**src/rtl/serial_frame_rx.sv**
```systemverilog
// rtl/serial_frame_rx.sv - UART-style serial frame receiver with single-word output buffer
// Two-flop input synchronizer, mid-bit sampling FSM, valid/ready output with overrun and framing-error pulses.
module serial_frame_rx #(
  parameter int DATA_W       = 8,
  parameter int CLKS_PER_BIT = 4
) (
  input  logic              clk,
  input  logic              reset,
  input  logic              din,
  output logic [DATA_W-1:0] dout,
  output logic              dout_valid,
  input  logic              dout_ready,
  output logic              frame_err,
  output logic              overrun
);

  localparam int CNT_W = (CLKS_PER_BIT > 2) ? $clog2(CLKS_PER_BIT) : 1;
  localparam int IDX_W = (DATA_W > 1) ? $clog2(DATA_W) : 1;
  localparam logic [CNT_W-1:0] HALF_M1  = CNT_W'(CLKS_PER_BIT / 2 - 1);
  localparam logic [CNT_W-1:0] FULL_M1  = CNT_W'(CLKS_PER_BIT - 1);
  localparam logic [IDX_W-1:0] LAST_IDX = IDX_W'(DATA_W - 1);

  typedef enum logic [2:0] {IDLE, START, DATA, STOP, WAIT_HIGH} state_t;

  logic [1:0]        rst_pipe;
  logic              rst_n;
  logic              din_s1;
  logic              din_s2;
  state_t            state;
  logic [CNT_W-1:0]  cnt;
  logic [IDX_W-1:0]  idx;
  logic [DATA_W-1:0] shreg;
  logic              frame_done;

  // Assertion is immediate; release reaches the rest of the logic two edges later.
  always_ff @(posedge clk or negedge reset) begin
    if (!reset) rst_pipe <= 2'b00;
    else        rst_pipe <= {rst_pipe[0], 1'b1};
  end

  assign rst_n = rst_pipe[1];

  always_ff @(posedge clk or negedge rst_n) begin
    if (!rst_n) begin
      din_s1 <= 1'b1;
      din_s2 <= 1'b1;
    end else begin
      din_s1 <= din;
      din_s2 <= din_s1;
    end
  end

  always_ff @(posedge clk or negedge rst_n) begin
    if (!rst_n) begin
      state      <= IDLE;
      cnt        <= '0;
      idx        <= '0;
      shreg      <= '0;
      frame_err  <= 1'b0;
      frame_done <= 1'b0;
    end else begin
      frame_err  <= 1'b0;
      frame_done <= 1'b0;
      case (state)
        IDLE: begin
          if (!din_s2) begin
            state <= START;
            cnt   <= '0;
          end
        end
        START: begin
          if (cnt == HALF_M1) begin
            cnt   <= '0;
            idx   <= '0;
            state <= din_s2 ? IDLE : DATA;
          end else begin
            cnt <= cnt + 1'b1;
          end
        end
        DATA: begin
          if (cnt == FULL_M1) begin
            cnt        <= '0;
            shreg[idx] <= din_s2;
            if (idx == LAST_IDX) state <= STOP;
            else                 idx   <= idx + 1'b1;
          end else begin
            cnt <= cnt + 1'b1;
          end
        end
        STOP: begin
          if (cnt == FULL_M1) begin
            cnt <= '0;
            if (din_s2) begin
              frame_done <= 1'b1;
              state      <= IDLE;
            end else begin
              frame_err <= 1'b1;
              state     <= WAIT_HIGH;
            end
          end else begin
            cnt <= cnt + 1'b1;
          end
        end
        WAIT_HIGH: begin
          if (din_s2) state <= IDLE;
        end
        default: state <= IDLE;
      endcase
    end
  end

  // shreg is untouched until the next frame reaches DATA, so it is still valid here.
  always_ff @(posedge clk or negedge rst_n) begin
    if (!rst_n) begin
      dout       <= '0;
      dout_valid <= 1'b0;
      overrun    <= 1'b0;
    end else begin
      overrun <= 1'b0;
      if (frame_done) begin
        if (!dout_valid || dout_ready) begin
          dout       <= shreg;
          dout_valid <= 1'b1;
        end else begin
          overrun <= 1'b1;
        end
      end else if (dout_valid && dout_ready) begin
        dout_valid <= 1'b0;
      end
    end
  end

endmodule
```
**config.mk**
```make
export PLATFORM = sky130hd
export DESIGN_NAME = serial_frame_rx
export DESIGN_NICKNAME = d
export VERILOG_FILES = /design/src/rtl/serial_frame_rx.sv
export SDC_FILE = /design/constraint.sdc
export NUM_CORES = 1
export LEC_CHECK = 0
export CORE_MARGIN = 2
export CORE_UTILIZATION = 52
export CTS_BUF_LIST = sky130_fd_sc_hd__clkbuf_2
export CTS_CLUSTER_SIZE = 30
export DETAILED_ROUTE_END_ITERATION = 7
export MAX_ROUTING_LAYER = met4
export PLACE_DENSITY = 0.77
export SYNTH_ARGS = -nofsm -noshare
export SYNTH_HDL_FRONTEND = slang
export SYNTH_SLANG_ARGS = --single-unit
export TNS_END_PERCENT = 20
```
**constraint.sdc**
```tcl
create_clock -name clk -period 1 [get_ports clk]
set_input_delay 0.2 -clock clk [delete_from_list [all_inputs] [get_ports clk]]
set_output_delay 0.2 -clock clk [all_outputs]
set_load 0.02 [all_outputs]
```
# == After elaboration in Yosys (flattened, before gate mapping) ==
# Index checks and enable logic that the tools add are counted.
# word_totals
out_inout_bits,11
inputBits,4
ff_bits,32
# op_classes
n_reduce_logical,15
order_cmp,2
n_mux,31
n_addsub,2
eq_ne,15
# op_table
cell,n
$mux 3,10
$pmux 3 s5,1
$ne 2x2->1 const B,7
$mux 1,12
$bwmux 8,1
$mux 2,4
$reduce_and 2->1,4
$eq 3x2->1 const B,2
$eq 3x3->1 const B,2
$pmux 2 s3,1
$pmux 3 s2,1
$reduce_and 6->1,1
$lt 3x4->1 const B,1
$reduce_and 4->1,1
$reduce_bool 2->1,2
$add 3x1->3 const B,1
$demux 1 s3,1
$eq 3x1->1 const B,1
$ge 3x1->1 const B,1
$logic_not 3->1,1
$reduce_bool 3->1,1
$add 2x1->2 const B,1
$eq 2x1->1 const B,1
$eq 2x2->1 const B,1
other kinds (5),6

# == Logic depth before layout (Yosys ltp) ==
# Gate-level depths: netlist of the first run.
# logic_depth
word_depth,5
mapped_depth,5
depth_no_buf,5

# == Worst setup path before layout of the first run ==
# No wires, ideal clock.
# synth_timing
kind,register to register
from,register state[0]
to,register shreg[0]
arrival_time_ns,1.456
path_buffers,1
path_stages_with_launch,5
t_required_ns,0.872
slack_ns,-0.584
cell_sequence,dfrtp_1 > buf_6 > or4b_4 > nor3_2 > mux2_1
# synth_via
elab_chain_len,2
# synth_rtl
item,line,source
from (decl),29,state_t state;
from (signal assigned),75,state <= din_s2 ? IDLE : DATA;
$eq 3x2->1,64,case (state)
$reduce_and 2->1 (no source line),--,
"to (signal, indexed assignment)",83,shreg[idx] <= din_s2;
to (decl),32,logic [DATA_W-1:0] shreg;
# No other way between the ends.
# A chain may end at the register's enable or synchronous reset.

# == Worst setup path in the final report of the first run ==
# layout_timing
from,register idx[0]
to,register shreg[0]
# layout_via
elab_chain_len,5
word_cells_on_any_way,6
cone_classes,order compare (2); mux (3); reduce/logical (1)
# layout_rtl
item,line,source
from (decl),31,logic [IDX_W-1:0] idx;
from (signal assigned),85,else idx <= idx + 1'b1;
$lt 3x4->1 (not written as such) / $ge 3x1->1 (equally long branches),83,
$logic_and 1x1->1 (not written as such),83,
$mux 1 (not written as such),83,
$demux 1 s3 *,83,
$bwmux 8 *,83,
# Every way passes the cells marked *; elsewhere a longest branch is shown, timed or not.

==> metrics.md, run 1 <==
| Metric | Value |
|---|---|
| TritonCTS Buffers | 5 |
| Clk pin slew, worst setup/hold paths | ~160 ps |
| Startpoint types | flip-flop |
| CTS tree | yes |
| Kind of critical path | flip-flop to flip-flop |
| Area occupied by multi-input gates | 716 um^2 |
| Worst setup path endpoint | shreg[0] |
| Post-Synthesis Cells | 118 |
| Root buffer cell | clkbuf_2 |
| FILL cells | 142 |
| DR iter-0 viols | 13 |
| Post-DR wirelength/cell | 15.7 um |
| Failing checks | negative setup slack |
| Mapped cell area | 0.00143 mm^2 |
| Clock buffer depth | 2 |
| Ant. Diodes | 0 |
| CTS HTree Levels | 2 |
| Final worst path period share | 1.57 |
| Setup violators final | 37 |
| Worst VDD drop | 1.74 mV |
| Min-Delay Path Class | flip-flop to asynchronous set/reset pin |
| Ports | 15 |
| Post-synth net total | 128 |
| Final cell count without fillers | 189 |
| Leakage | 0.943 nW |
| Outcome | finished with violations |
| Post-route setup slack | -565 ps |
| CP max FO | 4 |
| DP HPWL | just under 2 mm |
| Max-cap viol count | 0 |
| Initial core utilization | 0.561 |
| Initial antenna violation count | 0 |
| Mapped Avg Cell Area | ~12 um^2 |
| DIE HEIGHT | 56.4 um |
| Crit path DAT | about 1800 ps |
| Number of global-route vias before repair | 1070 |
| Antenna Nets Post-Route | 0 |
| Clk_lat worst skew | 370 ps |
| Critical path required time | around 1300 ps |
| Share of cells above drive strength 1 | 0.522 |
| PwrDens | 2000 mW/mm^2 |
| Clock Sinks | 32 |
| DR DRC count | 0 |
| GP Congestion | 0.838 |
| RSZ-0062 raised after global routing | yes |
| Fmax | 639 MHz |
| Grt ovf | 0 |
| Number of port buffers | 14 |
| Register area | 805 um^2 |
| Final nets | 168 |
| Worst Setup End Kind | flip-flop |
| Core Region | 0.00254 mm^2 |
| Row Count | 18 |
| Max-slew violations | 0 |
| Synth unique cells | 31 |
| Largest net degree at the start of global routing | 26 |
| DRT Pass-1 Iters | 4 |
| Reg2Reg Launch Point | idx[0] |
| Layout area overhead | 38.2% |
| Seq/Total Area, Yosys | 0.563 |
| Gr usage total | 0.210 |
| Critical path startpoint | idx[0] |
| Placed insts | 179 |
| Synth Register Bits | 32 |
| DIE AREA | 0.00318 mm^2 |
| Vias | 1057 |
| Final wirelength | between 2 and 3 mm |
| Minimum clock period | around 1600 ps |
| Worst Skew | 13.4 ps |
| Core Util, Final | 0.775 |
| Die Wd | around 56 um |
| Worst reg2reg endpoint | shreg[0] |
| Reg2reg setup slack | -570 ps |
| Syn. warnings | 0 |
| Final-report hold violation count | 0 |
| R2R depth | 3 |
| Global-route wire length before repair | 4.89 mm |
| Vias per Instance | between 5 and 6 |
-- layout by cell type (no fill, tap or decap), types with 3 or more instances in the layout --
| master | netlist | layout |
|---|---|---|
| clkbuf_2 | 0 | 5 |
| inv_1 | 5 | 4 |
| nor2_2 | 0 | 3 |
| nand2_1 | 6 | 5 |
| ha_4 | 0 | 3 |
| o21ai_1 | 0 | 3 |
| dfrtp_1 | 30 | 29 |
| nand2b_1 | 5 | 3 |
| buf_6 | 1 | 9 |
| mux2_2 | 15 | 15 |
| nor2_1 | 11 | 8 |
| nor3_2 | 1 | 3 |
| nand3b_1 | 3 | 3 |
| buf_2 | 0 | 5 |
| clkdlybuf4s50_1 | 0 | 3 |
| buf_4 | 0 | 17 |
-- flip-flops by register name, summed over array words and instances (netlist names), 2 cells and up --
name	flops
shreg	8
state	3
rst_pipe	2
cnt	2
dout	8
idx	3
-- per-stage QoR --
stage / area [um^2] / power (mW) / setup WS [ps] / hold WS (ps) / TNS [ps]
after floorplan: 1440 / 2.30 / -545 / -95.6 / -8050
after global placement: 1780 / 2.75 / -508 / 109 / -11860
after detailed placement: 1780 / 2.80 / -550 / 115 / -12800
after CTS: 1900 / 3.77 / -556 / 137 / -9580
after global routing: 1970 / 4.20 / -610 / 170 / -11330
final: 1970 / 3.95 / -565 / 135 / -9250
-- cells in the mapped netlist --
master | n | area share
nor3_1 | 3 | 0.011
nor2_1 | 11 | 0.029
clkbuf_1 | 3 | 0.0079
nand4bb_1 | 1 | 0.0079
and2_1 | 1 | 0.0044
o22a_1 | 1 | 0.0061
a21oi_1 | 2 | 0.0070
dfstp_2 | 2 | 0.037
ha_1 | 6 | 0.053
nand3b_1 | 3 | 0.016
inv_1 | 5 | 0.013
dfrtp_1 | 30 | 0.53
a2bb2oi_1 | 1 | 0.0061
nor3_2 | 1 | 0.0070
mux2_2 | 15 | 0.12
and4bb_2 | 1 | 0.0088
o21ai_0 | 6 | 0.021
a311oi_1 | 1 | 0.0061
o22ai_1 | 1 | 0.0044
nor2b_1 | 2 | 0.0088
nor3b_1 | 1 | 0.0053
a211oi_1 | 1 | 0.0053
conb_1 | 1 | 0.0026
o32a_1 | 1 | 0.0070
nand3_1 | 2 | 0.0070
or4b_4 | 1 | 0.0096
nand2b_1 | 5 | 0.022
or2_2 | 1 | 0.0044
nand2_1 | 6 | 0.016
buf_6 | 1 | 0.0079
mux2_1 | 2 | 0.016
-- final cells by class --
cell class	instances	share of cell area
multi-input combinational	77	0.363
clock inverter	3	0.0190
timing repair buffer	37	0.169
tap	30	0.0190
sequential	32	0.408
clock buffer	5	0.0127
inverter	5	0.00951
-- power by group --
part / internal (mW) / switching (mW) / leakage (nW)
clock: 0.408 / 0.425 / 0.0380
sequential: 1.45 / 0.139 / 0.425
combinational: 0.805 / 0.722 / 0.480
-- how the worst min path moves through the flow --
stage	cells after the start	endpoint	startpoint
2_1_floorplan	0	rst_pipe[0]	reset
3_3_place_gp	0	frame_done	rst_pipe[1]
3_5_place_dp	0	frame_done	rst_pipe[1]
4_1_cts	0	frame_done	rst_pipe[1]
5_1_grt	0	frame_done	rst_pipe[1]
6_report	0	cnt[0]	rst_pipe[1]
-- critical path, cell delays in order (launching register included) --
cell     delay, ps
dfrtp_1        440
or4b_4         570
nor3_2         160
mux2_4         320
-- routing by layer --
metal / track usage / vias to the layer above / routed length (um) / part of all wire
li1: - / 488 / - / -
met1: 0.252 / 545 / 1290 / 0.43
met2: 0.321 / 16 / 1510 / 0.51
met3: 0.0645 / 8 / 91 / 0.031
met4: 0.105 / 0 / 80 / 0.027
met5: - / - / 0 / 0
-- cells by family after synthesis --
kind of cell | count (synthesis) | share of synthesized area
adder cells (fa/ha/maj) | 6 | 0.0526
other | 1 | 0.00263
multiplexers | 17 | 0.134
flip-flops | 32 | 0.563
AO/OA/AOI/OAI | 14 | 0.0631
buffers and inverters | 9 | 0.0289
AND/OR/NAND/NOR | 39 | 0.156
-- timing repair --
item	4_1_cts	5_1_grt
setup endpoints to repair	37	37
buffers inserted	1	0
hold buffers	1	0
endpoints found under the hold margin	2	0
pin swaps	3	3
gates resized for setup	68	21
No activity file was read; power rests on OpenSTA's default activity.
==> run 2, diff against run 1 <==
- ABC_AREA: default -> 1
- TNS_END_PERCENT: 20 -> default
==> metrics.md, run 2 <==
| Metric | Value |
|---|---|
| Outcome | finished with violations |
| Failing checks | negative setup slack |
| Clk_lat worst skew | 370 ps |
| Kind of critical path | flip-flop to flip-flop |
| DRT Pass-1 Iters | 4 |
| Critical path buffers and inverters | 1 |
| Layout area overhead | 60.2% |
| Met3 WL | approximately 130 um |
| Max-slew violations | 0 |
| Critical path required time | 1290 ps |
| Global-route wire length before repair | 5.74 mm |
| TritonCTS Buffers | 5 |
| CTS tree | yes |
| DP HPWL | 2.16 mm |
| Final wirelength | 3.71 mm |
| Crit-path max cell delay | 480 ps |
| Setup violators final | 39 |
| Worst Setup End Kind | flip-flop |
| R2R depth | 9 |
| Most frequent cells after synthesis | nand2_1 (42), dfrtp_1 (30), inv_1 (24) |
| Dpl ws | -347 ps |
| Clk pin slew, worst setup/hold paths | 180 ps |
| DR DRC count | 0 |
| Seq/Total Area, Yosys | 0.540 |
| Post-DP Area | 0.00195 mm^2 |
| Synth unique cells | 22 |
| Final worst path period share | 1.40 |
| Max Used Layer | met4 |
| PwrDens | 2020 mW/mm^2 |
| Fmax | 716 MHz |
| Initial antenna violation count | 0 |
| Max-cap viol count | 0 |
| Syn. warnings | 0 |
| Ant. Diodes | 0 |
| Main area contributors after synthesis | dfrtp_1 (51%), nand2_1 (11%), inv_1 (6.1%) |
| Core Region | 0.00273 mm^2 |
| WL met2 | ~2.0 mm |
| Largest regs | dout x8, shreg x8 |
| Minimum clock period | 1400 ps |
| DIE AREA | 0.00330 mm^2 |
| Number of port buffers | 14 |
| Root buffer cell | clkbuf_2 |
| Worst reg2reg endpoint | state[1] |
| Vias | 1322 |
| Post-synth EDFFs | 0 |
| Most common cell after layout, fill and taps aside | buf_4 |
| Setup tns final | -6600 ps |
| Commonest cells after routing, fill and taps aside | buf_4 (30), dfrtp_1 (25), nand2_1 (21) |
| Post-route setup slack | -396 ps |
| Number of global-route vias before repair | 1325 |
| Post-Synthesis Cells | 167 |
| DIE HEIGHT | 57.5 um |
| Ys async rst share | 1.00 |
| CP max FO | 4 |
| Share of the synthesized area in the top cell type | 0.505 |
| FILL cells | 128 |
| Post-synth net total | 177 |
| GP Congestion | 0.916 |
| Cell with the most instances after synthesis | nand2_1 |
| Final nets | 235 |
| Share of cells above drive strength 1 | 0.593 |
| Synth Register Bits | 32 |
| Clock buffer depth | 2 |
| Reg2Reg Launch Point | state[0] |
| M1 WL | approximately 1.5 mm |
| Min-Delay Path Class | flip-flop to asynchronous set/reset pin |
| Hold Slack | 211 ps |
| Clock Sinks | 32 |
| Critical path's slowest cell | dfrtp_2 |
| Post-route cell area | ~0.0024 mm^2 |
| Row Count | 19 |
| Placed insts | 237 |
| Initial core utilization | 0.544 |
| Crit path max-delay family | simple AND/OR/NAND/NOR gates |
| Worst Skew | 16.5 ps |
| Ports | 15 |
| Die Wd | 57.5 um |
| Cells along the critical path | buf_4, nand2_4, nor2_4, nand2_2, nand2_1, nor2_2, nand2_2, nand2_1, nand2_1 |
| Gr usage total | 0.236 |
| Antenna Nets Post-Route | 0 |
| Grt ovf | 0 |
| Mapped Avg Cell Area | about 9 um^2 |
| Vias per Instance | 5.14 |
| Worst VDD drop | 2.64 mV |
| Final cell count without fillers | 257 |
| Mapped cell area | 0.00149 mm^2 |
| Largest net degree at the start of global routing | 31 |
| Final-report hold violation count | 0 |
| Leakage | approximately 1.1 nW |
| Reg2reg setup slack | -400 ps |
| Synth Flop Type | dfrtp_1 |
| Post-DR wirelength/cell | 14.4 um |
| Crit path DAT | 1680 ps |
| CTS HTree Levels | 2 |
| Startpoint types | flip-flop |
| Biggest area consumer among synthesized cells | dfrtp_1 |
| RSZ-0062 raised after global routing | yes |
| DR iter-0 viols | 47 |
| Worst path most repeated cell | nand2_1 |
-- run 2: layout make-up --
| class | instances | area [um^2] | share of cell area |
|---|---|---|---|
| timing repair buffer | 53 | 500 | 0.210 |
| clock inverter | 2 | 35.0 | 0.0147 |
| multi-input combinational | 109 | 870 | 0.365 |
| inverter | 24 | 97.6 | 0.0410 |
| clock buffer | 6 | 30.0 | 0.0126 |
| sequential | 32 | 810 | 0.340 |
| tap | 31 | 38.8 | 0.0163 |
-- run 2: power by group --
group / switching [mW] / internal, mW
combinational: 1.32 / 1.02
sequential: 0.157 / 1.44
clock: 0.450 / 0.430
total: 1.93 / 2.89
-- run 2: how the worst max path moves through the flow --
| stage | start | end | slack, ps | cells after the start |
|---|---|---|---|---|
| 2_1_floorplan | idx[0] | idx[0] | -280 | 9 |
| 5_1_grt | idx[2] | state[1] | -460 | 8 |
| 4_1_cts | idx[0] | idx[2] | -280 | 9 |
| 3_3_place_gp | cnt[1] | state[1] | -300 | 8 |
| 3_5_place_dp | cnt[1] | state[1] | -350 | 8 |
| 6_report | state[0] | state[1] | -400 | 9 |
-- run 2: logic make-up after synthesis --
family	after synthesis	share of synthesized area
and+or+nand+nor	80	0.245
DFF	32	0.540
buffers and inverters	26	0.0690
AOI/OAI and AO/OA	18	0.0623
adders and majority gates	6	0.0505
muxes	4	0.0303
other	1	0.00252
-- run 2: routing by layer --
layer,vias to the layer above,track usage
met1,635,0.274
met2,35,0.388
met4,0,0.0997
met3,13,0.0567
met5,-,-
li1,639,-
-- run 2: repair_timing --
item | CTS | global route
cloned | 0 | 0
endpoints found under the hold margin | 2 | 0
setup endpoints to repair | 37 | 37
pin swaps | 27 | 24
hold buffers | 1 | 0
setup buffers | 6 | 7
gates resized for setup | 109 | 37
-- run 2: through the flow --
step | power, mW | utilization
6_report | 4.82 | 0.871
5_1_grt | 5.09 | 0.871
4_1_cts | 4.32 | 0.805
3_5_place_dp | 3.13 | 0.714
3_3_place_gp | 3.06 | 0.714
2_1_floorplan | 2.56 | -
